## src/rtl/servo_pwm_gen.sv

```systemverilog
// Servo PWM generator: 20 ms frames, per-frame sampled and clamped pulse width.
// Optional slew limiting of width changes with SERVO_PWM_SLEW_LIMIT_EN.
module servo_pwm_gen #(
  parameter int unsigned PERIOD    = 2000000,
  parameter int unsigned WIDTH_MIN = 50000,
  parameter int unsigned WIDTH_MAX = 250000,
  parameter int unsigned NEUTRAL   = 145000,
  parameter int unsigned MAX_STEP  = 5000
) (
  input  logic        clk,
  input  logic        reset_servo_pwm_n,
  input  logic        enable_pwm,
  input  logic [17:0] width_in,
  output logic        pwm_out,
  output logic        frame_start,
  output logic [17:0] width_active,
  output logic        clamped
);

  localparam int unsigned CW = 21;
  localparam logic [CW-1:0] LAST = CW'(PERIOD - 1);
  localparam logic [17:0] WMIN = 18'(WIDTH_MIN);
  localparam logic [17:0] WMAX = 18'(WIDTH_MAX);
  localparam logic [17:0] WNEU = 18'(NEUTRAL);

  if (!(PERIOD > WIDTH_MAX && PERIOD <= 2**CW &&
        WIDTH_MIN >= 1 && WIDTH_MIN <= WIDTH_MAX &&
        WIDTH_MAX < 2**18 && MAX_STEP >= 1 &&
        NEUTRAL >= WIDTH_MIN && NEUTRAL <= WIDTH_MAX))
  begin : g_cfg_err
    $error("servo_pwm_gen: invalid parameter set");
  end

  typedef enum logic [1:0] {
    IDLE,
    LOAD,
    RUN
  } state_e;

  state_e        state_q, state_d;
  logic [CW-1:0] cnt_q, cnt_d;
  logic [17:0]   width_q, width_d;
  logic          clamp_q, clamp_d;
  logic          pwm_q, pwm_d;
  logic          fs_q, fs_d;

  logic [17:0]   tgt;
  logic          tgt_clamp;
  logic [17:0]   next_w;

  always_comb begin
    tgt       = width_in;
    tgt_clamp = 1'b0;
    if (width_in < WMIN) begin
      tgt       = WMIN;
      tgt_clamp = 1'b1;
    end else if (width_in > WMAX) begin
      tgt       = WMAX;
      tgt_clamp = 1'b1;
    end
  end

`ifdef SERVO_PWM_SLEW_LIMIT_EN
  localparam logic [17:0] STEP = 18'(MAX_STEP);
  logic [17:0] up, dn;

  always_comb begin
    up     = tgt - width_q;
    dn     = width_q - tgt;
    next_w = width_q;
    if (tgt > width_q) begin
      next_w = width_q + ((up > STEP) ? STEP : up);
    end else if (tgt < width_q) begin
      next_w = width_q - ((dn > STEP) ? STEP : dn);
    end
  end
`else
  assign next_w = tgt;
`endif

  // Outputs are registered against the next counter value so that
  // pwm_out/frame_start line up with the counter of the same cycle.
  always_comb begin
    state_d = state_q;
    cnt_d   = cnt_q;
    width_d = width_q;
    clamp_d = clamp_q;
    pwm_d   = 1'b0;
    fs_d    = 1'b0;
    unique case (state_q)
      IDLE: begin
        cnt_d = '0;
        if (enable_pwm) begin
          state_d = LOAD;
        end
      end
      LOAD: begin
        cnt_d   = '0;
        width_d = next_w;
        clamp_d = tgt_clamp;
        state_d = RUN;
        fs_d    = 1'b1;
        pwm_d   = (next_w != '0);
      end
      RUN: begin
        if (cnt_q == LAST) begin
          cnt_d = '0;
          if (enable_pwm) begin
            width_d = next_w;
            clamp_d = tgt_clamp;
            fs_d    = 1'b1;
            pwm_d   = (next_w != '0);
          end else begin
            state_d = IDLE;
          end
        end else begin
          cnt_d = cnt_q + 1'b1;
          pwm_d = (cnt_d < {3'b000, width_q});
        end
      end
      default: begin
        state_d = IDLE;
        cnt_d   = '0;
      end
    endcase
  end

  always_ff @(posedge clk) begin
    if (!reset_servo_pwm_n) begin
      state_q <= IDLE;
      cnt_q   <= '0;
      width_q <= WNEU;
      clamp_q <= 1'b0;
      pwm_q   <= 1'b0;
      fs_q    <= 1'b0;
    end else begin
      state_q <= state_d;
      cnt_q   <= cnt_d;
      width_q <= width_d;
      clamp_q <= clamp_d;
      pwm_q   <= pwm_d;
      fs_q    <= fs_d;
    end
  end

  assign pwm_out      = pwm_q;
  assign frame_start  = fs_q;
  assign width_active = width_q;
  assign clamped      = clamp_q;

endmodule

```

## config.mk

```make
export PLATFORM = sky130hd
export DESIGN_NAME = servo_pwm_gen
export DESIGN_NICKNAME = d
export VERILOG_FILES = /design/src/rtl/servo_pwm_gen.sv
export SDC_FILE = /design/constraint.sdc
export NUM_CORES = 1
export LEC_CHECK = 0
export CAP_MARGIN = 25
export CELL_PAD_IN_SITES_DETAIL_PLACEMENT = 0
export CELL_PAD_IN_SITES_GLOBAL_PLACEMENT = 1
export CORE_MARGIN = 10
export CORE_UTILIZATION = 43
export CTS_BUF_LIST = sky130_fd_sc_hd__clkbuf_8 sky130_fd_sc_hd__clkbuf_16
export DETAILED_ROUTE_END_ITERATION = 8
export PLACE_DENSITY_LB_ADDON = 0.2
export RECOVER_POWER = 50
export SLEW_MARGIN = 40
export SYNTH_ARGS = -nofsm -noshare
export SYNTH_HDL_FRONTEND = slang
export SYNTH_SLANG_ARGS = --single-unit
```

## constraint.sdc

```tcl
create_clock -name clk -period 5.3 [get_ports clk]
set_input_delay 1.59 -clock clk [delete_from_list [all_inputs] [get_ports clk]]
set_output_delay 1.59 -clock clk [all_outputs]
set_load 0.01 [all_outputs]
```

# Yosys cells after proc, flatten, opt, wreduce, memory -nomap -nowiden
# Index checks and enable logic that the tools add are counted.
[word_totals]
ff_bits = 44
in_bits = 21
out_inout_bits = 21
elab_cells = 45
[classes]
n_addsub = 1
n_lt_le_gt_ge = 3
n_eq_ne = 7
n_mux = 20
bitwise = 2
n_reduce_logical = 6
[ops]
columns = ["cell", "n"]
rows = [
  ["two-way mux 18 bit", 4],
  ["case mux 18 bit (2 select lines)", 1],
  ["adder 21 x 1 -> 21 bit, second input constant", 1],
  ["equality test 21 bit, second input constant", 1],
  ["less-than comparator 21 x 18 -> 1 bit", 1],
  ["> comparator 18 bit, second input constant", 1],
  ["less-than comparator 18 x 16 -> 1 bit, second input constant", 1],
  ["nonzero test 18 bit", 1],
  ["two-way mux 1 bit", 8],
  ["inequality test 2 bit, second input constant", 4],
  ["two-way mux 2 bit", 3],
  ["case mux 1 bit (2 select lines)", 3],
  ["case mux 2 bit (3 select lines)", 1],
  ["AND reduction 3 bit", 2],
  ["OR reduction 3 bit", 1],
  ["equality test 2 x 1 -> 1 bit, second input constant", 1],
  ["equality test 2 bit, second input constant", 1],
  ["logical NOT 2 bit", 1],
  ["NOT 1 bit", 2],
  ["nonzero test 2 bit", 1],
]

# Logic depth before layout (Yosys ltp)
# Gate-level depths: netlist of the first run.
[logic_depth]
depth_word = 7
depth_mapped = 11
mapped_depth_nobuf = 11

# Least setup slack after synthesis of the first run
# No wires, ideal clock.
[synth_path]
path_type = "register -> register"
start = "register cnt_q[0]"
end = "register pwm_q (netlist: pwm_out)"
setup_ps = 114
arrival_time_ps = 3086
required_time_ps = 5186
path_slack_ps = 2100
stages_incl_launch_ff = 12
path_buffers = 0
period_less_slack_ps = 3200
cell_sequence = "dfxtp_1 -> ha_1 -> nand4_1 -> nor4_1 -> nand2_1 -> xnor2_1 -> ha_1 -> nand2_1 -> or4_1 -> nor3_1 -> a2111oi_0 -> a21o_1"
[synth_between]
elab_chain_len = 4
elab_cells_between_ends = 5
classes_between = "add/sub: 1; order compare: 1; eq/ne: 1; mux: 2"
[synth_rtl]
columns = ["item", "line", "source"]
rows = [
  ["start: declaration", "41", "logic [CW-1:0] cnt_q, cnt_d;"],
  ["start signal: assignment", "138", "cnt_q <= cnt_d;"],
  ["adder 21 x 1 -> 21 bit", "117", "cnt_d = cnt_q + 1'b1;"],
  ["less-than comparator 21 x 18 -> 1 bit", "118", "pwm_d = (cnt_d < {3'b000, width_q});"],
  ["two-way mux 1 bit (*)", "106", "if (cnt_q == LAST) begin"],
  ["case mux 1 bit (2 select lines) (*)", "90", "unique case (state_q)"],
  ["end signal: assignment", "141", "pwm_q <= pwm_d;"],
  ["end: declaration", "44", "logic pwm_q, pwm_d;"],
]
# Mark *: on every way between the ends. The rest lies on a longest branch, timed or not.
# A chain may end at the register's enable or synchronous reset.

# Worst setup path after layout of the first run
[layout_path]
start = "input reset_servo_pwm_n"
end = "register cnt_q[20]"
[layout_between]
elab_chain_len = 2
[layout_rtl]
columns = ["item", "line", "source"]
rows = [
  ["start: declaration", "11", "input logic reset_servo_pwm_n,"],
  ["NOT 1 bit (no source line)", "--", ""],
  ["OR reduction 3 bit (no source line)", "--", ""],
]
# Every way passes these cells.

==> results of run 1 <==
==> Yosys cell counts (all sizes together) (5+ instances only) <==
library cell   n  area share, %
xor2          10            3.5
a21oi         12            2.4
nor2b         17            4.3
xnor2          8            2.8
o21ai          8            1.6
nand4          6            1.8
dfxtp         44             36
and3           6            1.5
nand3         10            2.0
inv           24            3.6
nor3           5            1.0
ha            23             12
nand2         28            4.2
nor2          16            2.4
clkbuf         7            1.1
a211oi         6            1.8
==> stage by stage <==
stage / worst slack [ps] / area [um^2] / hold slack (ps) / std cells
after floorplan: 2100 / 2480 / 441 / 282
after global placement: 1540 / 2960 / 458 / 388
after detailed placement: 1510 / 2960 / 476 / 388
after CTS: 1690 / 3050 / 493 / 396
after global routing: 1580 / 3060 / 503 / 396
final: 1760 / 3060 / 490 / 396
==> routing by layer <==
metal / track usage [%] / vias up / part of all wire [%]
met4: 3.93 / 0 / 0.71
met5: 0 / - / 0
met1: 18.8 / 980 / 49
met2: 21.2 / 51 / 44
li1: - / 1097 / -
met3: 4.98 / 4 / 5.9
==> power groups by stage <==
stage | Sequential (mW) | Combinational [mW] | Clock [mW]
floorplan | 0.454 | 0.210 | 0
global placement | 0.444 | 0.413 | 0
detailed placement | 0.443 | 0.414 | 0
CTS | 0.436 | 0.417 | 0.223
global route | 0.442 | 0.444 | 0.237
finish | 0.433 | 0.390 | 0.217
==> worst max-delay path, delay by kind of cell <==
family	cells	cell delay [ps]
buf+inv	2	1330
simple gates	1	560
compound gates	1	290
==> flip-flops by register name (all words and copies together), names as in the netlist <==
| name | flops |
|---|---|
| frame_start | 1 |
| width_active | 18 |
| pwm_out | 1 |
| cnt_q | 21 |
| clamped | 1 |
| state_q | 2 |
==> path summary, 6_finish.rpt <==
| check | startpoint | end | slack [ps] | cells past startpoint |
|---|---|---|---|---|
| min | cnt_q[0] | cnt_q[0] | 490 | 1 |
| max | reset_servo_pwm_n | cnt_q[20] | 1760 | 4 |
| max reg2reg | cnt_q[0] | pwm_out | 1890 | 11 |
| min reg2reg | cnt_q[0] | cnt_q[0] | 490 | 1 |
==> final cells by class <==
type	instances	area, um^2	share of cell area, %
repair buffers	42	414	13.6
inverters	24	90.1	2.95
flip-flops and latches	44	881	28.8
multi-input cells	206	1490	48.7
clock buffers	6	82.6	2.70
clock inverters	2	10.0	0.328
well taps	72	90.1	2.95
==> kinds of logic (layout without fill, tap and decap cells) <==
| kind of cell | Yosys count | in the layout | share of synthesized area [%] |
|---|---|---|---|
| AO/OA/AOI/OAI | 57 | 57 | 17.3 |
| XOR/XNOR | 18 | 18 | 6.36 |
| adder cells (fa/ha/maj) | 23 | 23 | 11.6 |
| buffers and inverters | 32 | 74 | 4.90 |
| flip-flops | 44 | 44 | 35.5 |
| multiplexers | 2 | 2 | 0.808 |
| AND/OR/NAND/NOR | 106 | 106 | 23.5 |
==> out/results.txt, run 1 <==
Status -> complete, no violations
Global-route wire length before repair -> 10300 um
Critical Path AT -> 3780 ps
Total wire length -> 6070 um
Most frequent cells in the layout -> dfxtp_1, nand2_1, inv_1, dlygate4sd3_1, ha_1
Slew Limit Fails -> 0
Fmax -> 283 MHz
Core footprint -> 5540 um^2
Cells after Synth -> 282
Switching Power -> 0.369 mW
Int Pwr -> 0.671 mW
Commonest non-fill, non-tap cell in the layout -> dfxtp_1
Post-route minimum period -> 3540 ps
Least-Margin Pin Slew -> 676 ps
Clock input transition at the sequential cells of the worst setup and hold paths -> 80 ps
Die width -> 95.9 um
Post-cts sizing count -> 0
Number of diodes -> 0
Avg Vias per Cell -> 5.38
CP max-delay cell -> dlygate4sd3_1
Clk_skew -> 4.62 ps
Initial Util -> 44.7%
Synth Register Bits -> 44
Die Y -> 95.9 um
End-of-flow core utilization -> 55.1%
Max Root-Sink Buffers -> 2
DR pass1 iterations -> 4
Sw Share -> 35.5%
Residual DRC -> 0
Io pins -> 42
DRT antenna net count -> 0
Critical-path cell list -> dlygate4sd3_1, inv_1, or2_2, o21ba_2
Final Hold Vio Count -> 0
Total Routing Usage GR -> 14.1%
CTS buffer count -> 5
Via count of the first global-routing pass -> 2110
Pwr Total -> 1.04 mW
P&R area growth vs syn -> 23.3%
Crit path largest cell delay -> 970 ps
Worst Hold Class -> flop to flop
H-Tree Depth -> 2
WP data required -> 5540 ps
# fillers -> 533
Slew margin rel. -> 54.8%
Post-synth net total -> 326
Combinational Power Share -> 37.5%
CTS tree -> yes
Static Leakage -> 1.27 nW
Share of cells above drive strength 1 -> 5.56%
Seq pwr share -> 41.6%
Cell row count -> 27
Critical Path Fanout Max -> 21
Crit Path Class -> input port to flop
DRT iter0 DRCs -> 73
Peak VDD IR -> 0.247 mV
EDFF count, synth -> 0
Setup tns final -> 0 ps
RSZ-0062 raised after global routing -> no
Number of max-cap violations -> 0
Final GP Congestion -> 0.871
Ys Warns -> 0
Period utilization -> 66.7%
Seq/Total Area, Yosys -> 35.5%
Pwr/cell area -> 340 nW/um^2
Final setup fails -> 0
Nets@finish -> 367
Clock sinks -> 44
Number of post-CTS setup repair buffers -> 0
Die ar. -> 9200 um^2
CTS root buf -> clkbuf_8
CTS Hold Bufs -> 0
Post-synthesis average cell area -> 8.79 um^2
Unique masters post-synth -> 46
Clk pwr share -> 20.8%
Post-synth ARST share -> 0%
CP Launch Type -> input port
Grt total ovfl -> 0
Crit. End Element -> flop
Ys flop type -> dfxtp_1
Via Count -> 2132
Antenna violations before repair -> 0
Clk Latency, worst-skew pair -> 290 ps
Detailed placement HPWL -> 4820 um
Wire per inst -> 15.3 um
IO Port Bufs -> 41
Largest net degree at the start of global routing -> 22
Post-synthesis cell area -> 2480 um^2
(Power assumes the default switching activity.)
==> run 2, diff against run 1 <==
Settings changed: CORE_UTILIZATION 43 to 36.
Clock period 5.3 ns to 3.2 ns, I/O delays scaled along.
==> run 2 against run 1 <==
- non-clock buffer count grew 6
- sequential share of layout area decreased by 0.50 points
- setup slack lost 1500 ps
- critical endpoint is now pwm_out
- largest cell class unchanged
==> out/results.txt, run 2 (synthesized netlist as in run 1, its figures left out) <==
Status -> complete, no violations
Critical-path cell list -> ha_1, nand4_1, or2_2, nor2_1, xor2_1, ha_1, nand3_1, or4_1, o221ai_1, a2111oi_0, a21o_1
Combinational Power Share -> 37.8% (+0.3 points)
Crit path largest cell delay -> 530 ps (-440 ps)
Clk pwr share -> 21.5% (+0.7 points)
Int Pwr -> 1.15 mW (+72%)
Crit. End Element -> flop
Pwr/cell area -> 570 nW/um^2 (+67%)
Most frequent cells in the layout -> dfxtp_1, nand2_1, clkdlybuf4s50_1, inv_1, ha_1
R2R Setup Slk -> 260 ps (-1630 ps)
Number of max-cap violations -> 0 (unchanged)
Grt total ovfl -> 0 (unchanged)
Global-route wire length before repair -> 10800 um (+5.6%)
CP Launch Type -> flop
Slew margin rel. -> 20.5% (-34 points)
Clk Latency, worst-skew pair -> 300 ps (about the same)
CTS buffer count -> 5 (unchanged)
Final Hold Vio Count -> 0 (unchanged)
Detailed placement HPWL -> 5290 um (+9.8%)
Wire per inst -> 15.9 um (+3.6%)
Period utilization -> 92.0%
Slew Limit Fails -> 0 (unchanged)
Worst Hold Class -> flop to flop
Nets@finish -> 373 (+1.6%)
R2R cell count -> 11 (unchanged)
WP data required -> 3400 ps (-2140 ps)
Total wire length -> 6500 um (+7.0%)
Die width -> 103 um (+7.4%)
Initial Util -> 36.7% (-8.1 points)
R2R Path End -> pwm_out
Peak VDD IR -> 0.274 mV (+11%)
Worst Setup SP -> cnt_q[0]
Share of cells above drive strength 1 -> 6.69% (+1.1 points)
Final setup fails -> 0 (unchanged)
Via count of the first global-routing pass -> 2235 (+5.9%)
Residual DRC -> 0 (unchanged)
Biggest register -> cnt_q
Critical Path AT -> 3140 ps (-640 ps)
Least-Margin Pin Slew -> 1190 ps (+516 ps)
Die ar. -> 10600 um^2 (+15%)
IO Port Bufs -> 41 (unchanged)
Setup tns final -> 0 ps (unchanged)
DRT antenna net count -> 0 (unchanged)
Number of post-CTS setup repair buffers -> 0 (unchanged)
Avg Vias per Cell -> 5.28 (-1.9%)
Core footprint -> 6760 um^2 (+22%)
Via Count -> 2161 (+1.4%)
Total Routing Usage GR -> 13.0% (-1.1 points)
Max Root-Sink Buffers -> 2 (unchanged)
Cell row count -> 30 (+11%)
Antenna violations before repair -> 0 (unchanged)
Fmax -> 340 MHz
Io pins -> 42 (unchanged)
Clock input transition at the sequential cells of the worst setup and hold paths -> 80 ps (about the same)
CTS tree -> yes
FF-to-FF Start -> cnt_q[0]
Switching Power -> 0.618 mW (+67%)
Most used cell, CP -> ha_1
Clk_skew -> 8.77 ps (+4.15 ps)
Post-route minimum period -> 2940 ps
Critical Path Fanout Max -> 5 (-76%)
RSZ-0062 raised after global routing -> no
DR pass1 iterations -> 4 (unchanged)
Sw Share -> 34.9% (-0.59 points)
H-Tree Depth -> 2 (unchanged)
CTS Hold Bufs -> 0 (unchanged)
Die Y -> 103 um (+7.4%)
Max FFs per register -> 21 (unchanged)
Hold slack -> 482 ps (-8.74 ps)
Commonest non-fill, non-tap cell in the layout -> dfxtp_1
CP max-delay cell -> or4_1
P&R area growth vs syn -> 25.4%
Post-cts sizing count -> 0 (unchanged)
CTS root buf -> clkbuf_8
Crit Path Class -> flop to flop
Seq pwr share -> 40.6% (-1.0 points)
Number of diodes -> 0 (unchanged)
DRT iter0 DRCs -> 47 (-36%)
Crit path capture -> pwm_out
Final GP Congestion -> 0.886 (+1.6%)
Clock sinks -> 44 (unchanged)
Largest net degree at the start of global routing -> 22 (unchanged)
Static Leakage -> 1.31 nW (+2.7%)
-- run 2: changes by cell type in the layout (fill, tap and decap cells not counted) --
cell	change
clkdlybuf4s50_1	+10
dlygate4sd3_1	-10
buf_4	+6
clkinv_2	-2
a31o_1	-1
a31o_2	+1
clkbuf_8	+1
nor3_1	+1
nor3_2	-1
or2_0	+1
or2_2	-1
-- run 2: cell type report --
class	instances	area, um^2
multi-input cells	206	1480
flip-flops and latches	44	881
clock buffers	7	96.3
inverters	24	90.1
repair buffers	48	459
well taps	80	100
fillers	696	3650
-- run 2: power by group through the flow --
| stage | logic, mW | clock network, mW | registers [mW] |
|---|---|---|---|
| after floorplan | 0.348 | 0 | 0.753 |
| after global placement | 0.698 | 0 | 0.735 |
| after detailed placement | 0.702 | 0 | 0.734 |
| after CTS | 0.707 | 0.391 | 0.723 |
| after global routing | 0.754 | 0.405 | 0.737 |
| final | 0.670 | 0.381 | 0.719 |
-- run 2: worst min path at each step --
stage,start,to,slack [ps],depth (start not counted)
4_1_cts,state_q[1],state_q[1],480,2
3_3_place_gp,cnt_q[0],cnt_q[0],450,1
3_5_place_dp,cnt_q[0],cnt_q[0],470,1
5_1_grt,width_active[7],width_active[7],500,2
6_report,state_q[1],state_q[1],480,2
2_1_floorplan,cnt_q[0],cnt_q[0],440,1
-- run 2: metrics by stage --
| stage | utilization [%] | power [mW] | setup slack [ps] | instances | cell area [um^2] |
|---|---|---|---|---|---|
| 2_1_floorplan | - | 1.10 | 171 | 282 | 2480 |
| 3_3_place_gp | 44.6 | 1.43 | 298 | 402 | 3020 |
| 3_5_place_dp | 44.6 | 1.44 | 230 | 402 | 3020 |
| 4_1_cts | 46.1 | 1.82 | 253 | 409 | 3110 |
| 5_1_grt | 46.0 | 1.90 | 31.8 | 409 | 3110 |
| 6_report | 46.0 | 1.77 | 257 | 409 | 3110 |
-- run 2: metal layers --
layer  vias to the layer above  track usage, %  part of all wire [%]
li1                       1111               -                     -
met1                      1000            16.8                    48
met2                        37            19.9                    44
met3                        13            3.82                   4.9
met4                         0            5.24                   2.3
met5                         -               0                     0
-- run 2: worst max-delay path, delay by kind of cell (launching register included) --
kind | cells | cell delay [ps]
compound gates | 3 | 470
flops | 1 | 410
xor+xnor | 1 | 100
fa+ha+maj | 2 | 530
simple gates | 5 | 1340
==> run 3, diff against run 2 <==
Settings changed: GPL_TIMING_DRIVEN set to 1.
==> results of run 3 <==
The final DEF is identical to that of run 2; final timing and power are the same.
